File: src/rtl/mem_port_arbiter_pkg.sv
// Shared types and constants for the IF/MEM memory-port arbiter.
package riscv_pkg;

  localparam int DEF_ADDR_W = 32;
  localparam int DEF_DATA_W = 32;
  localparam logic [DEF_DATA_W/8-1:0] BE_ALL_ONES = '1;

  typedef enum logic [1:0] {
    IDLE    = 2'd0,
    BUSY_IF = 2'd1,
    BUSY_DM = 2'd2
  } arb_state_t;

endpackage

File: src/rtl/mem_port_arbiter_if.sv
// Fetch, data and memory-side handshake bundle; slave is the arbiter's view.
interface mem_port_arbiter_if import riscv_pkg::*; #(
  parameter int ADDR_W = DEF_ADDR_W,
  parameter int DATA_W = DEF_DATA_W
);
  logic                  if_req;
  logic [ADDR_W-1:0]     if_addr;
  logic [DATA_W-1:0]     if_rdata;
  logic                  if_valid;
  logic                  if_stall;

  logic                  dm_req;
  logic                  dm_we;
  logic [ADDR_W-1:0]     dm_addr;
  logic [DATA_W-1:0]     dm_wdata;
  logic [DATA_W/8-1:0]   dm_be;
  logic [DATA_W-1:0]     dm_rdata;
  logic                  dm_valid;
  logic                  dm_stall;

  logic                  mem_req;
  logic                  mem_we;
  logic [ADDR_W-1:0]     mem_addr;
  logic [DATA_W-1:0]     mem_wdata;
  logic [DATA_W/8-1:0]   mem_be;
  logic                  mem_ready;
  logic [DATA_W-1:0]     mem_rdata;

  modport slave (
    input  if_req, if_addr,
    output if_rdata, if_valid, if_stall,
    input  dm_req, dm_we, dm_addr, dm_wdata, dm_be,
    output dm_rdata, dm_valid, dm_stall,
    output mem_req, mem_we, mem_addr, mem_wdata, mem_be,
    input  mem_ready, mem_rdata
  );

  modport master (
    output if_req, if_addr,
    input  if_rdata, if_valid, if_stall,
    output dm_req, dm_we, dm_addr, dm_wdata, dm_be,
    input  dm_rdata, dm_valid, dm_stall,
    input  mem_req, mem_we, mem_addr, mem_wdata, mem_be,
    output mem_ready, mem_rdata
  );
endinterface

File: src/rtl/mem_port_arbiter_starve_ctr.sv
// Counts data grants made while a fetch waits; saturates at MAX_RUN.
module arb_starve_ctr #(
  parameter int MAX_RUN = 4
) (
  input  logic clk,
  input  logic rst,
  input  logic clr_i,
  input  logic inc_i,
  output logic at_limit_o
);
  localparam logic [3:0] LIMIT = 4'(MAX_RUN);

  logic [3:0] cnt_q, cnt_d;

  always_comb begin
    cnt_d = cnt_q;
    if (clr_i) cnt_d = '0;
    else if (inc_i && cnt_q != LIMIT) cnt_d = cnt_q + 4'd1;
  end

  always_ff @(posedge clk or posedge rst) begin
    if (rst) cnt_q <= '0;
    else     cnt_q <= cnt_d;
  end

  assign at_limit_o = (cnt_q == LIMIT);
endmodule

File: src/rtl/mem_port_arbiter.sv
// Shares one single-port memory between fetch and data; data has priority
// unless a waiting fetch has been passed over MAX_DM_RUN times.
module mem_port_arbiter import riscv_pkg::*; #(
  parameter int ADDR_W     = DEF_ADDR_W,
  parameter int DATA_W     = DEF_DATA_W,
  parameter int MAX_DM_RUN = 4
) (
  input logic              clk,
  input logic              rst,
  mem_port_arbiter_if.slave bus
);
  localparam int BE_W = DATA_W / 8;

  arb_state_t          state_q;
  logic                mem_req_q, mem_we_q;
  logic [ADDR_W-1:0]   mem_addr_q;
  logic [DATA_W-1:0]   mem_wdata_q;
  logic [BE_W-1:0]     mem_be_q;
  logic                if_valid_q, dm_valid_q;
  logic [DATA_W-1:0]   if_rdata_q, dm_rdata_q;

  logic idle, done, at_limit, fetch_prio, grant_if, grant_dm, ctr_clr, ctr_inc;

  // In the completion cycle the requester just served is excluded; its req is still high.
  assign idle       = (state_q == IDLE);
  assign done       = !idle && bus.mem_ready;
  assign fetch_prio = bus.if_req && at_limit;
  assign grant_dm   = bus.dm_req && ((idle && !fetch_prio) || (done && state_q == BUSY_IF));
  assign grant_if   = bus.if_req && ((idle && !(bus.dm_req && !fetch_prio)) ||
                                     (done && state_q == BUSY_DM));
  assign ctr_clr    = !bus.if_req || grant_if;
  assign ctr_inc    = grant_dm && bus.if_req;

  arb_starve_ctr #(.MAX_RUN(MAX_DM_RUN)) u_starve_ctr (
    .clk        (clk),
    .rst        (rst),
    .clr_i      (ctr_clr),
    .inc_i      (ctr_inc),
    .at_limit_o (at_limit)
  );

  always_ff @(posedge clk or posedge rst) begin
    if (rst) begin
      state_q     <= IDLE;
      mem_req_q   <= 1'b0;
      mem_we_q    <= 1'b0;
      mem_addr_q  <= '0;
      mem_wdata_q <= '0;
      mem_be_q    <= '0;
      if_valid_q  <= 1'b0;
      dm_valid_q  <= 1'b0;
      if_rdata_q  <= '0;
      dm_rdata_q  <= '0;
    end else begin
      if_valid_q <= 1'b0;
      dm_valid_q <= 1'b0;
      if (done) begin
        if (state_q == BUSY_IF) begin
          if_rdata_q <= bus.mem_rdata;
          if_valid_q <= 1'b1;
        end else begin
          dm_valid_q <= 1'b1;
          if (!mem_we_q) dm_rdata_q <= bus.mem_rdata;
        end
      end
      if (grant_dm) begin
        state_q     <= BUSY_DM;
        mem_req_q   <= 1'b1;
        mem_we_q    <= bus.dm_we;
        mem_addr_q  <= bus.dm_addr;
        mem_wdata_q <= bus.dm_wdata;
        mem_be_q    <= bus.dm_we ? bus.dm_be : '1;
      end else if (grant_if) begin
        state_q     <= BUSY_IF;
        mem_req_q   <= 1'b1;
        mem_we_q    <= 1'b0;
        mem_addr_q  <= bus.if_addr;
        mem_be_q    <= '1;
      end else if (done) begin
        state_q     <= IDLE;
        mem_req_q   <= 1'b0;
      end
    end
  end

  assign bus.mem_req   = mem_req_q;
  assign bus.mem_we    = mem_we_q;
  assign bus.mem_addr  = mem_addr_q;
  assign bus.mem_wdata = mem_wdata_q;
  assign bus.mem_be    = mem_be_q;
  assign bus.if_valid  = if_valid_q;
  assign bus.if_rdata  = if_rdata_q;
  assign bus.dm_valid  = dm_valid_q;
  assign bus.dm_rdata  = dm_rdata_q;
  assign bus.if_stall  = bus.if_req && !if_valid_q;
  assign bus.dm_stall  = bus.dm_req && !dm_valid_q;
endmodule

File: src/flat_wrapper.sv
// flat-port wrapper written by rule: the top's interface ports become plain ports
module mem_port_arbiter_flat import riscv_pkg::*;
#(
  parameter int ADDR_W     = DEF_ADDR_W,
  parameter int DATA_W     = DEF_DATA_W,
  parameter int MAX_DM_RUN = 4
)
  (clk, rst, bus_if_req, bus_if_addr, bus_if_rdata, bus_if_valid, bus_if_stall, bus_dm_req, bus_dm_we, bus_dm_addr, bus_dm_wdata, bus_dm_be, bus_dm_rdata, bus_dm_valid, bus_dm_stall, bus_mem_req, bus_mem_we, bus_mem_addr, bus_mem_wdata, bus_mem_be, bus_mem_ready, bus_mem_rdata);
  mem_port_arbiter_if #(.ADDR_W(ADDR_W), .DATA_W(DATA_W)) bus_i ();
  input logic clk;
  input logic rst;
  input wire logic [$bits(bus_i.if_req)-1:0] bus_if_req;
  input wire logic [$bits(bus_i.if_addr)-1:0] bus_if_addr;
  output wire logic [$bits(bus_i.if_rdata)-1:0] bus_if_rdata;
  output wire logic [$bits(bus_i.if_valid)-1:0] bus_if_valid;
  output wire logic [$bits(bus_i.if_stall)-1:0] bus_if_stall;
  input wire logic [$bits(bus_i.dm_req)-1:0] bus_dm_req;
  input wire logic [$bits(bus_i.dm_we)-1:0] bus_dm_we;
  input wire logic [$bits(bus_i.dm_addr)-1:0] bus_dm_addr;
  input wire logic [$bits(bus_i.dm_wdata)-1:0] bus_dm_wdata;
  input wire logic [$bits(bus_i.dm_be)-1:0] bus_dm_be;
  output wire logic [$bits(bus_i.dm_rdata)-1:0] bus_dm_rdata;
  output wire logic [$bits(bus_i.dm_valid)-1:0] bus_dm_valid;
  output wire logic [$bits(bus_i.dm_stall)-1:0] bus_dm_stall;
  output wire logic [$bits(bus_i.mem_req)-1:0] bus_mem_req;
  output wire logic [$bits(bus_i.mem_we)-1:0] bus_mem_we;
  output wire logic [$bits(bus_i.mem_addr)-1:0] bus_mem_addr;
  output wire logic [$bits(bus_i.mem_wdata)-1:0] bus_mem_wdata;
  output wire logic [$bits(bus_i.mem_be)-1:0] bus_mem_be;
  input wire logic [$bits(bus_i.mem_ready)-1:0] bus_mem_ready;
  input wire logic [$bits(bus_i.mem_rdata)-1:0] bus_mem_rdata;
  assign bus_i.if_req = bus_if_req;
  assign bus_i.if_addr = bus_if_addr;
  assign bus_if_rdata = bus_i.if_rdata;
  assign bus_if_valid = bus_i.if_valid;
  assign bus_if_stall = bus_i.if_stall;
  assign bus_i.dm_req = bus_dm_req;
  assign bus_i.dm_we = bus_dm_we;
  assign bus_i.dm_addr = bus_dm_addr;
  assign bus_i.dm_wdata = bus_dm_wdata;
  assign bus_i.dm_be = bus_dm_be;
  assign bus_dm_rdata = bus_i.dm_rdata;
  assign bus_dm_valid = bus_i.dm_valid;
  assign bus_dm_stall = bus_i.dm_stall;
  assign bus_mem_req = bus_i.mem_req;
  assign bus_mem_we = bus_i.mem_we;
  assign bus_mem_addr = bus_i.mem_addr;
  assign bus_mem_wdata = bus_i.mem_wdata;
  assign bus_mem_be = bus_i.mem_be;
  assign bus_i.mem_ready = bus_mem_ready;
  assign bus_i.mem_rdata = bus_mem_rdata;
  mem_port_arbiter #(.ADDR_W(ADDR_W), .DATA_W(DATA_W), .MAX_DM_RUN(MAX_DM_RUN)) u_core (.clk(clk), .rst(rst), .bus(bus_i));
endmodule
File: config.mk
export PLATFORM = sky130hd
export DESIGN_NAME = mem_port_arbiter_flat
export DESIGN_NICKNAME = d
export VERILOG_FILES = /design/src/rtl/mem_port_arbiter_pkg.sv /design/src/rtl/mem_port_arbiter_if.sv /design/src/rtl/mem_port_arbiter_starve_ctr.sv /design/src/rtl/mem_port_arbiter.sv /design/src/flat_wrapper.sv
export SDC_FILE = /design/constraint.sdc
export NUM_CORES = 1
export LEC_CHECK = 0
export CAP_MARGIN = 0
export CORE_MARGIN = 2
export CORE_UTILIZATION = 35
export DETAILED_ROUTE_END_ITERATION = 12
export DONT_BUFFER_PORTS = 1
export PLACE_DENSITY_LB_ADDON = 0.15
export SLEW_MARGIN = 0
export SYNTH_ARGS = -nofsm -noshare
export SYNTH_HDL_FRONTEND = slang
export SYNTH_SLANG_ARGS = --single-unit
File: constraint.sdc
create_clock -name clk -period 13.9 [get_ports clk]
set_clock_uncertainty 0.05 [all_clocks]
set_input_delay 2.78 -clock clk [delete_from_list [all_inputs] [get_ports clk]]
set_output_delay 2.78 -clock clk [all_outputs]
set_load 0.02 [all_outputs]
After elaboration in Yosys (flattened, before gate mapping)
Index checks and enable logic that the tools add are counted.

operators by class
  reductions and logical operators = 28
  add/sub/neg operators = 1
  muxes and demuxes = 19
  eq/ne operators = 4
  bitwise logic cells = 2

operators with widths
  operator             count
  $mux 32              2
  $mux 4               5
  $logic_and 1x1->1    13
  $mux 1               9
  $logic_not 1->1      6
  $mux 2               3
  $add 4x1->4 const B  1
  $eq 4x3->1 const B   1
  $ne 4x3->1 const B   1
  $reduce_bool 2->1    2
  $logic_or 1x1->1     3
  $reduce_and 3->1     1
  $reduce_bool 3->1    1
  $eq 2x1->1 const B   1
  $eq 2x2->1 const B   1
  $logic_not 2->1      1
  $not 1->1            2
  $reduce_and 2->1     1

word-level totals
  word-level logic and storage cells = 65
  flip-flop bits (word level) = 142
  input port bits = 138

Logic depth before layout (Yosys ltp)
Gate-level depths: netlist of run 1.

  word-level depth = 10
  mapped depth = 8

Cells and area by module
From an unflattened synthesis of run 1, not the netlist that was laid out.

second synthesis, totals
  cells, all modules = 375
  area, all modules = 5786.8 µm²

by module, submodules not included
  module            seq. area each (µm²)  area each (µm²)  cells an instance  instances
  mem_port_arbiter  3453.3                5549.1           350                1
  arb_starve_ctr    100.1                 237.7            25                 1

Least setup slack after synthesis of run 1
OpenSTA, ideal clock, no wires.

  path kind = input to output
  start = in bus_if_req
  end = out bus_if_stall
  arrival = 3.115 ns
  buffers on the path = 0
  stages on the path = 2
  slack = 7.955 ns
  cell sequence = inv_1 -> nor2_1

on the way
  word-level cells in the longest chain between the ends = 1

RTL lines
  item               RTL line                source
  from (decl)        flat_wrapper.sv:12      input wire logic [$bits(bus_i.if_req)-1:0] bus_if_req;
  $logic_and 1x1->1  mem_port_arbiter.sv:95  assign bus.if_stall = bus.if_req && !if_valid_q;
  to (decl)          flat_wrapper.sv:16      output wire logic [$bits(bus_i.if_stall)-1:0] bus_if_stall;

No other way between the ends.

Worst setup path in the final report of run 1
Same ends and word-level chain as after synthesis.

==> results of run 1 <==
-- cells by family after synthesis --
family / count (synthesis) / share of synthesized area
compound gates: 45 / 0.0544
buf+inv: 36 / 0.0279
fa+ha+maj: 2 / 0.00442
mux: 33 / 0.0654
xor+xnor: 3 / 0.00464
flops: 142 / 0.628
simple gates: 313 / 0.215
-- metrics by stage --
stage / total power [mW] / area, um2 / hold WS [ps] / worst slack, ps / util
floorplan: 1.07 / 5660 / 465 / 7260 / -
global placement: 1.15 / 5860 / 496 / 7910 / 0.370
detailed placement: 1.16 / 5860 / 503 / 7910 / 0.370
CTS: 1.62 / 6450 / 511 / 7910 / 0.408
global route: 1.69 / 6450 / 548 / 7900 / 0.408
finish: 1.60 / 6450 / 505 / 7920 / 0.408
-- routing by layer --
layer / up-vias / GRT usage / part of all wire
met2: 155 / 0.271 / 0.50
li1: 1828 / - / -
met3: 28 / 0.0687 / 0.077
met1: 1922 / 0.191 / 0.39
met4: 0 / 0.0670 / 0.027
met5: - / 0 / 0
-- registers in the layout, indices dropped and copies added, names as in the netlist --
register                   cells
u_core.bus.if_valid            1
u_core.bus.mem_req             1
u_core.u_starve_ctr.cnt_q      4
u_core.bus.if_rdata           32
u_core.bus.dm_rdata           32
u_core.bus.dm_valid            1
u_core.bus.mem_wdata          32
u_core.bus.mem_addr           32
u_core.bus.mem_we              1
u_core.state_q                 2
u_core.bus.mem_be              4
-- worst min-delay path, stage by stage, from the launching register on --
cell,delay (ps)
dfrtp_1,360
xnor2_1,120
nor2_1,40
-- placed cells by master, fill, tap and decap left out, types with 4 or more instances in the layout --
cell	instances
o22a_1	4
a31oi_1	32
mux2_2	32
nor2_1	38
inv_1	5
nor2b_1	4
clkinv_2	4
dfrtp_1	142
clkbuf_16	17
buf_4	5
nand2_1	259
-- power by group --
group	total [mW]	switching [mW]	leakage (nW)	internal [mW]
Combinational	0.231	0.129	1.08	0.102
Sequential	0.914	0.337	1.70	0.576
Clock	0.456	0.175	0.285	0.281
Total	1.60	0.641	3.07	0.959
-- final cells by class --
type / instances / area, um2 / share of cell area
clock buffers: 17 / 425 / 0.0660
clock inverters: 14 / 168 / 0.0260
inverters: 6 / 27.5 / 0.00427
multi-input cells: 396 / 1970 / 0.305
flip-flops and latches: 142 / 3550 / 0.551
well taps: 216 / 270 / 0.0419
repair buffers: 5 / 37.5 / 0.00582
-- path summary, 6_finish.rpt --
check,startpoint,to,slack (ps),cells past startpoint
setup / recovery,bus_if_req,bus_if_stall,7920,2
setup reg to reg,u_core.u_starve_ctr.cnt_q[0],u_core.bus.mem_be[0],11390,7
min in group asynchronous,rst,u_core.bus.mem_wdata[11],2230,1
hold / removal,u_core.u_starve_ctr.cnt_q[3],u_core.u_starve_ctr.cnt_q[3],510,2
max in group asynchronous,rst,u_core.bus.if_rdata[4],10100,2
hold reg to reg,u_core.u_starve_ctr.cnt_q[3],u_core.u_starve_ctr.cnt_q[3],510,2
==> impl_metrics.toml, run 1 <==
[global_route]
antenna_found_initial = 0
grt_max_degree = 84
grt_use_total = 0.165
grt-ovfl-total = 0
grt_pass1_vias = 4079
grt_first_pass_wirelength_mm = 22.5

[clock_tree]
cts_made_buffers = 17
clkSlewWorstSetupHoldPaths_ps = 50
clock_sinks = 142
cts_root_buf = "clkbuf_16"
cts_resized = 0
post_cts_buffers = 0
htreeDepth = 4
hold_buffers = 0
clockBufferDepth = 2
clock_latency_ps = 410
cts_tree = "yes"

[yosys]
synth.area.top_cells = "dfrtp_1 63%, nand2_1 17%, mux2_2 6.4%, a31oi_1 3.5%, nor2_1 2.5%"
yosysWarnings = 0
netlist.area_leader.share = 0.628
synth_most_common_cell = "nand2_1"
syn_nets = 714
avgSynthCellArea_um2 = 9.86
yosys-top-cells-count = "259 x nand2_1, 142 x dfrtp_1, 38 x nor2_1, 32 x a31oi_1, 32 x mux2_2"
syn_area_um2 = 5660
synth-seq-cells = 142
seq_area_frac_synth = 0.628
ys_types = 32
async_reset_ff_frac = 1.00
synth_edf_count = 0
synthCells = 574
synth-main-ff-cell = "dfrtp_1"
synth_top_area_cell = "dfrtp_1"

[power_and_ir_drop]
ir_drop_mv = 0.154
p_per_area_nw_per_um2 = 248
p_leak_nw = 3.07

[critical_path]
critPathArrivalTime_ps = 3150
crit_path_max_fanout = 3
slowest_delay_ps = 320
critical_path.endpoint_type = "output pin"
cpLargestDelayFamily = "simple AND/OR/NAND/NOR gates"
path_cells = "inv_1, nor2_1"
cp.required_ps = 11070
cp_num_buf_inv = 1
cpMaxStageDelayCell = "nor2_1"
crit_type = "input pin to output pin"
cp-start-kind = "input pin"

[die]
die_h_um = 131
die_x_um = 131
die_area_um2 = 17200
initial_utilization = 0.358
rows = 46
pin_count = 276
fp.coreArea_um2 = 15800

[drt]
vias = 3933
drc = 0
drtIter0Drc = 354
viasPerCell = 4.94
drt_pass1_iterations = 4
drtAntennaViolNets = 0
totalWireLength_mm = 14.0
wire_per_inst_um = 17.6

[timing]
slew_headroom = 0.251
max_freq_mhz = 167
period_needed_ps = 5980
period_share = 0.430
hold_viol = 0
rsz0062_at_grt = "false"
finalMaxSlewViolations = 0
fin_tns_setup_ps = 0
setup_viol = 0
tightest_slew_ps = 1120

[place]
io_buffers = 0
gp_congestion = 0.765
dpl.cell_count = 765
place_hpwl_mm = 9.76

[cells_and_area]
final-instance-count-excl-fill = 796
drive_above_1_share = 0.126
fin_nets = 708
n_fill_cell = 1588
antenna_cells = 0
syn_to_final_growth_pct = 14.0

[worst_hold_path]
min_path_type = "register to register"

[flow_run]
drv_cap = 0

[outcome]
status = "completed"
Note: power is estimated with default switching activity, not from simulation.
==> run 2: changes to the inputs <==
Clock period 13.9 ns to 5.2 ns, I/O delays scaled along.
==> run 2 against run 1 <==
Routed wire length barely moved. Setup slack got worse by 5200 ps. Global-route usage grew 0.19 points. Clock power increased to 2.9 times the previous value. Largest power group unchanged. Critical path depth stayed put. Utilization is 0.25 points higher. Sequential power increased to 2.7 times the previous value. First-iteration DRC count shrank 25%. Register-to-register slack worse by 8600 ps. Via count is 0.15% lower. Total power increased to 2.7 times the previous value. Largest cell class unchanged.
==> impl_metrics.toml, run 2 (synthesized netlist as in run 1, its figures left out) <==
[outcome]
status = "completed"

[cells_and_area]
final_common_cell = "nand2_1"
fin_nets = 708
utilization = 0.410
antenna_cells = 0
final_cell_mix = "259 x nand2_1, 142 x dfrtp_1, 38 x nor2_1"
drive_above_1_share = 0.122
syn_to_final_growth_pct = 14.7
final-instance-count-excl-fill = 796

[power_and_ir_drop]
seqPwrFrac = 0.560
ir_drop_mv = 0.224
clock_power_share = 0.299
p_per_area_nw_per_um2 = 670
p_sw_frac = 0.390
p_leak_nw = 3.08
p_int_mw = 2.65
p_comb_frac = 0.142
switchingPower_mw = 1.69

[timing]
rsz0062_at_grt = "false"
finalMaxSlewViolations = 0
slew_headroom = 0.257
setup_viol = 0
tightest_slew_ps = 1110
finalHoldWorstSlack_ps = 506
max_freq_mhz = 398
fin_tns_setup_ps = 0
period_share = 0.483
period_needed_ps = 2510
hold_viol = 0

[critical_path]
cpLargestDelayFamily = "simple AND/OR/NAND/NOR gates"
slowest_delay_ps = 320
crit_path_max_fanout = 3
path_cells = "inv_1, nor2_1"
critPathArrivalTime_ps = 1420
crit_type = "input pin to output pin"
cp_num_buf_inv = 1
r2r_start = "u_core.u_starve_ctr.cnt_q[0]"
r2r_slack_ps = 2750
critical_path.endpoint_type = "output pin"
cpMaxStageDelayCell = "nor2_1"
r2r_end = "u_core.bus.mem_be[0]"
r2r_cells = 7
cp-start-kind = "input pin"
cp.required_ps = 4110

[global_route]
antenna_found_initial = 0
grt_max_degree = 114
grt_first_pass_wirelength_mm = 22.6
grt_use_total = 0.167
grt-ovfl-total = 0
grt_pass1_vias = 4184

[die]
die_area_um2 = 17200
initial_utilization = 0.358
rows = 46
die_h_um = 131
fp.coreArea_um2 = 15800
pin_count = 276
die_x_um = 131

[drt]
drtAntennaViolNets = 0
viasPerCell = 4.93
totalWireLength_mm = 14.0
wire_per_inst_um = 17.6
drc = 0
vias = 3927
drtIter0Drc = 264
drt_pass1_iterations = 6

[clock_tree]
htreeDepth = 4
cts_root_buf = "clkbuf_16"
clock_sinks = 142
post_cts_buffers = 0
cts_made_buffers = 17
clock_latency_ps = 410
clkSlewWorstSetupHoldPaths_ps = 50
clockBufferDepth = 2
cts_resized = 0
cts_tree = "yes"
hold_buffers = 0

[worst_hold_path]
min_to = "u_core.u_starve_ctr.cnt_q[3]"
min_path_cells = 2
hp-start = "u_core.u_starve_ctr.cnt_q[3]"
min_path_type = "register to register"

[place]
dpl.cell_count = 765
gp_congestion = 0.787
place_hpwl_mm = 9.71
io_buffers = 0

[flow_run]
drv_cap = 0
==> run 2: layout make-up <==
| class | count | area, um2 |
|---|---|---|
| Clock buffer | 22 | 474 |
| Clock inverter | 9 | 158 |
| Fill cell | 1568 | 9340 |
| Inverter | 6 | 27.5 |
| Multi-Input combinational cell | 396 | 1970 |
| Sequential cell | 142 | 3550 |
| Tap cell | 216 | 270 |
| Timing Repair Buffer | 5 | 37.5 |
==> run 2: how the worst max path moves through the flow <==
| stage | start | endpoint | slack [ps] | depth (start not counted) |
|---|---|---|---|---|
| after CTS | bus_if_req | bus_if_stall | 2680 | 2 |
| after global placement | bus_mem_ready | u_core.bus.mem_be[2] | 2420 | 5 |
| final | bus_if_req | bus_if_stall | 2690 | 2 |
| after floorplan | rst | u_core.bus.dm_rdata[0] | 300 | 1 |
| after detailed placement | bus_dm_req | u_core.bus.mem_be[0] | 2360 | 5 |
| after global routing | u_core.u_starve_ctr.cnt_q[0] | u_core.bus.mem_be[3] | 2500 | 7 |
==> run 2: power by group through the flow <==
| stage | Clock, mW | Combinational (mW) | Sequential [mW] |
|---|---|---|---|
| after CTS | 1.32 | 0.628 | 2.45 |
| after global routing | 1.38 | 0.722 | 2.48 |
| final | 1.30 | 0.615 | 2.43 |
| after detailed placement | 0 | 0.629 | 2.46 |
| after global placement | 0 | 0.598 | 2.46 |
| after floorplan | 0 | 0.532 | 2.32 |
==> run 2: through the flow <==
stage	setup WS [ps]	instance area (um2)	total power [mW]
final	2690	6490	4.35
after detailed placement	2360	5860	3.09
after global placement	2420	5860	3.06
after global routing	2500	6490	4.58
after floorplan	300	5660	2.86
after CTS	2680	6490	4.40
==> run 2: layer usage <==
metal,part of all wire,vias up,wire [um],global-route usage
li1,-,1829,-,-
met1,0.41,1899,5740,0.194
met2,0.49,170,6840,0.269
met3,0.072,29,1000,0.0594
met4,0.028,0,391,0.0906
met5,0,-,0,0
